File: config.mk
export PLATFORM = sky130hd
export DESIGN_NAME = sensor_timing_gen
export DESIGN_NICKNAME = d
export VERILOG_FILES = /design/src/rtl/sensor_timing_gen.sv
export SDC_FILE = /design/constraint.sdc
export NUM_CORES = 1
export LEC_CHECK = 0
export CAP_MARGIN = 20
export CORE_ASPECT_RATIO = 0.6
export CORE_MARGIN = 1.5
export CORE_UTILIZATION = 60
export CTS_BUF_LIST = sky130_fd_sc_hd__clkbuf_8
export DETAILED_ROUTE_END_ITERATION = 10
export DONT_BUFFER_PORTS = 1
export PLACE_DENSITY = 0.89
export SLEW_MARGIN = 0
export SYNTH_ARGS = -nofsm -noshare
export SYNTH_HDL_FRONTEND = slang
export SYNTH_SLANG_ARGS = --single-unit
export TNS_END_PERCENT = 1
File: constraint.sdc
create_clock -name clk -period 2.5 [get_ports clk]
set_input_delay 0.375 -clock clk [delete_from_list [all_inputs] [get_ports clk]]
set_output_delay 0.375 -clock clk [all_outputs]
set_load 0.05 [all_outputs]
File: src/rtl/sensor_timing_gen.sv
// Programmable HD/VD sensor timing generator with shadowed geometry and continuous/oneshot run modes.
// Optional completed-frame counter is built only when TG_FRAME_COUNT_EN is defined.
module sensor_timing_gen #(
    parameter int HW          = 16,
    parameter int VW          = 13,
    parameter int DEF_H_TOTAL = 64,
    parameter int DEF_H_BLANK = 6,
    parameter int DEF_V_TOTAL = 32,
    parameter int DEF_V_BLANK = 3,
    parameter int FCW         = 16
) (
    input  logic           clk,
    input  logic           rst,
    input  logic           en,
    input  logic           oneshot,
    input  logic           trig,
    input  logic [HW-1:0]  cfg_h_total,
    input  logic [HW-1:0]  cfg_h_blank,
    input  logic [VW-1:0]  cfg_v_total,
    input  logic [VW-1:0]  cfg_v_blank,
    input  logic           cfg_load,
    output logic           cfg_err,
    output logic           hd,
    output logic           vd,
    output logic           de,
    output logic           sof,
    output logic           eol,
    output logic [HW-1:0]  h_cnt,
    output logic [VW-1:0]  v_cnt,
    output logic           busy,
    output logic [FCW-1:0] frame_cnt
);

    typedef enum logic {IDLE, RUN} state_t;

    state_t        state;
    logic [HW-1:0] ah_t, ah_b, ph_t, ph_b;
    logic [VW-1:0] av_t, av_b, pv_t, pv_b;
    logic          cfg_ok, run, start, h_last, v_last, frame_end, transfer;

    assign cfg_ok    = cfg_load
                     && (cfg_h_total >= HW'(2)) && (cfg_h_blank < cfg_h_total)
                     && (cfg_v_total >= VW'(1)) && (cfg_v_blank < cfg_v_total);
    assign run       = (state == RUN);
    assign start     = oneshot ? trig : en;
    assign h_last    = (h_cnt == ah_t - HW'(1));
    assign v_last    = (v_cnt == av_t - VW'(1));
    assign frame_end = run && h_last && v_last;
    // Active geometry may only change while no frame is in flight.
    assign transfer  = !run || frame_end;

    always_ff @(posedge clk) begin
        if (rst) begin
            ah_t    <= HW'(DEF_H_TOTAL);
            ah_b    <= HW'(DEF_H_BLANK);
            av_t    <= VW'(DEF_V_TOTAL);
            av_b    <= VW'(DEF_V_BLANK);
            ph_t    <= HW'(DEF_H_TOTAL);
            ph_b    <= HW'(DEF_H_BLANK);
            pv_t    <= VW'(DEF_V_TOTAL);
            pv_b    <= VW'(DEF_V_BLANK);
            cfg_err <= 1'b0;
        end else begin
            cfg_err <= cfg_load && !cfg_ok;
            if (cfg_ok) begin
                ph_t <= cfg_h_total;
                ph_b <= cfg_h_blank;
                pv_t <= cfg_v_total;
                pv_b <= cfg_v_blank;
            end
            // A load coinciding with the transfer point bypasses the pending copy.
            if (transfer) begin
                ah_t <= cfg_ok ? cfg_h_total : ph_t;
                ah_b <= cfg_ok ? cfg_h_blank : ph_b;
                av_t <= cfg_ok ? cfg_v_total : pv_t;
                av_b <= cfg_ok ? cfg_v_blank : pv_b;
            end
        end
    end

    always_ff @(posedge clk) begin
        if (rst) begin
            state <= IDLE;
            h_cnt <= '0;
            v_cnt <= '0;
        end else begin
            case (state)
                IDLE: begin
                    h_cnt <= '0;
                    v_cnt <= '0;
                    if (start) state <= RUN;
                end
                RUN: begin
                    if (h_last) begin
                        h_cnt <= '0;
                        if (v_last) begin
                            v_cnt <= '0;
                            if (oneshot || !en) state <= IDLE;
                        end else begin
                            v_cnt <= v_cnt + VW'(1);
                        end
                    end else begin
                        h_cnt <= h_cnt + HW'(1);
                    end
                end
                default: state <= IDLE;
            endcase
        end
    end

    assign busy = run;
    assign hd   = run && (h_cnt >= ah_b);
    assign vd   = run && (v_cnt >= av_b);
    assign de   = hd && vd;
    assign sof  = run && (h_cnt == '0) && (v_cnt == '0);
    assign eol  = run && h_last;

`ifdef TG_FRAME_COUNT_EN
    logic [FCW-1:0] fcnt;

    always_ff @(posedge clk) begin
        if (rst)
            fcnt <= '0;
        else if (frame_end)
            fcnt <= fcnt + FCW'(1);
    end

    assign frame_cnt = fcnt;
`else
    assign frame_cnt = '0;
`endif

endmodule

==> flow_summary.ini <==
[routing]
drt_first_pass_iters = 9
detail-route-antenna-nets = 0
drc_errors = 7
top_layer_used = met4
drt-total-wl_um = 25600
vias = 7691
first_iter_violations = 788
viasPerCell = 6.22
met3WireLength_um = 3950
wl_met1_um = 11000
met2WireLength_um = 10200
post_drt_wl_per_cell_um = 20.7

[yosys]
synthCells = 943
yosys.area.top_type_share_pct = 36.3
synth_ff_type = dfxtp_1
synth-edff-count = 0
synth_top_cell_by_area = dfxtp_1
synth_most_common_cell = dfxtp_1
ys_types = 67
ys_ff_latch = 147
async_reset_ff_share_pct = 0
avgSynthCellArea_sq_um = 8.61
ys_top_cells_by_count = 147 x dfxtp_1, 94 x nor2_1, 79 x nand2_1
synthTopCellsByArea = dfxtp_1 36%, ha_1 9.6%, mux2i_1 7.3%
synth_warnings = 0
synth_area_sq_um = 8120
ys_seq_area_share_pct = 36.3

[timing]
whs_ns = 0.0629
fin_crit_sh_pct = 124
slew_violations = 0
worst_slew_pin_slew_ns = 0.587
finalSetupViolCount = 76
fin_skew_ns = 0.0177
min_period_ns = 3.10
worst_slack_ns = -0.600
grt_setup_unrepaired = yes
tns_ns = -34.25
hold_violations = 0
fmax_ghz = 0.323
slew_headroom_pct = 60.8

[grt]
grt_max_degree = 55
grt_overflow_total = 0
grt_first_pass_wirelength_um = 39400
grt_use_total_pct = 36.0
grt_pass1_vias = 7446
antenna_found_initial = 0

[cts]
clock-root-buffer = clkbuf_8
h-tree-depth = 4
clk_pin_slew_ns = 0.10
clock_latency_ns = 0.47
cts.sinks = 147
numCtsBuffers = 17
cts_max_path_buffers = 2
cts_tree = yes

[finish]
fillers = 859
instances_no_fill = 1237
drive_gt1_share_pct = 21.2
num-nets-final = 1180
final_area_sq_um = 9880
antenna_cells = 0
final_util_pct = 75.9
area_growth_pct = 21.7

[worst_setup_path]
path_max_fanout = 4
endpoint_kind = output port
crit_required_ns = 2.12
critPathLaunchType = flip-flop
worstPathArrival_ns = 2.72
path_class = reg -> out

[power_and_ir_drop]
p_leak_nw = 4.18
ir_worst_vdd_mv = 0.343
total_power_mw = 5.47
p_per_area_nw_per_um2 = 553

[die]
die_h_um = 93.1
design.die.area_sq_um = 14300
num_rows = 32
start_util_pct = 62.4
num_io_pins = 116
fp.coreArea_sq_um = 13000
dieWidth_um = 153

[placement]
placed_cells = 1197
dpl-instance-area_sq_um = 9270
io_buffer_count = 0
place_congestion = 0.949
pre_cts_slack_ns = -0.349
dp_hpwl_um = 18700

[worst_hold_path]
min_path_type = in -> reg

[status]
status = finished with violations
violations = DRC, setup timing

[flow_run]
cap_violations = 0
==> routing by layer <==
| metal | vias up | global-route usage (%) |
|---|---|---|
| li1 | 3526 | - |
| met1 | 3608 | 51.4 |
| met2 | 505 | 50.8 |
| met3 | 52 | 12.6 |
| met4 | 0 | 9.89 |
| met5 | - | 0 |
==> cells in the final DEF (no fill, tap or decap), types with 5 or more instances in the layout <==
cell type | Yosys | layout
dfxtp_1 | 147 | 135
buf_4 | 17 | 121
nor2_1 | 94 | 91
nand2_1 | 79 | 79
inv_1 | 75 | 76
ha_1 | 62 | 61
mux2i_1 | 59 | 59
o22ai_1 | 55 | 53
nand3_1 | 30 | 29
xor2_1 | 26 | 26
a21o_1 | 23 | 23
xnor2_1 | 22 | 22
nor4_1 | 22 | 20
a21oi_1 | 22 | 20
clkbuf_8 | 0 | 17
conb_1 | 1 | 16
nand4_1 | 13 | 13
buf_12 | 0 | 13
nor3_1 | 12 | 12
dfxtp_2 | 0 | 11
and3_1 | 10 | 10
o21ai_0 | 15 | 10
a31oi_1 | 10 | 9
a211o_1 | 8 | 8
nand2b_1 | 10 | 8
or3_1 | 6 | 6
o21ai_1 | 0 | 5
inv_6 | 0 | 5
==> cell type report <==
type | instances | area, sq um | share of cell area [%]
tap | 170 | 213 | 2.15
clock inverter | 15 | 126 | 1.28
inverter | 76 | 285 | 2.89
timing repair buffer | 141 | 1250 | 12.6
multi-input combinational | 671 | 4810 | 48.7
clock buffer | 17 | 234 | 2.37
sequential | 147 | 2960 | 30.0
==> registers in the layout, summed over array words and instances (netlist names), 13 cells and up <==
register	count
ah_b	16
ah_t	16
pv_t	13
pv_b	13
v_cnt	13
ph_b	16
av_b	13
av_t	13
h_cnt	16
ph_t	16
==> where the power goes <==
part / switching, mW / internal [mW]
registers: 0.0717 / 2.46
logic: 0.663 / 0.508
clock network: 1.05 / 0.717
total: 1.78 / 3.68
==> critical path, cell delays in order (launching register included) <==
cell	delay, ns
dfxtp_2	0.34
or4_4	0.56
a211o_1	0.28
a31oi_4	0.21
nand3_2	0.10
a2111oi_4	0.24
nand3_2	0.14
buf_6	0.16
nor2_4	0.09
buf_12	0.14
==> cells by family (layout without fill, tap and decap cells) <==
logic type	after synthesis	count (layout)	synth area share (%)
simple gates	315	315	19.5
compound gates	169	169	14.3
flops	147	147	36.3
buf+inv	140	249	7.58
fa+ha+maj	62	62	9.56
mux	61	61	7.55
xor+xnor	48	48	5.18
other cells	1	16	0.0462
==> repair_timing <==
action                                  4_1_cts  5_1_grt
resized for setup                            20       23
endpoints found under the setup margin       91       93
hold endpoints to repair                     46        1
pin swaps                                    27       11
buffers inserted                              3        2
hold buffers                                  2        1
==> final timing paths <==
| path | from | end | slack (ns) | depth (start not counted) |
|---|---|---|---|---|
| worst min register to register | av_b[12]$_SDFFE_PP0P_ | av_b[12]$_SDFFE_PP0P_ | 0.48 | 2 |
| worst min-delay path | cfg_load | cfg_err$_SDFF_PP0_ | 0.06 | 1 |
| worst max-delay path | ah_t[1]$_SDFFE_PP0P_ | eol | -0.60 | 9 |
| worst max register to register | ah_t[1]$_SDFFE_PP0P_ | av_t[5]$_SDFFE_PP1P_ | -0.55 | 12 |
(Power assumes the default switching activity.)
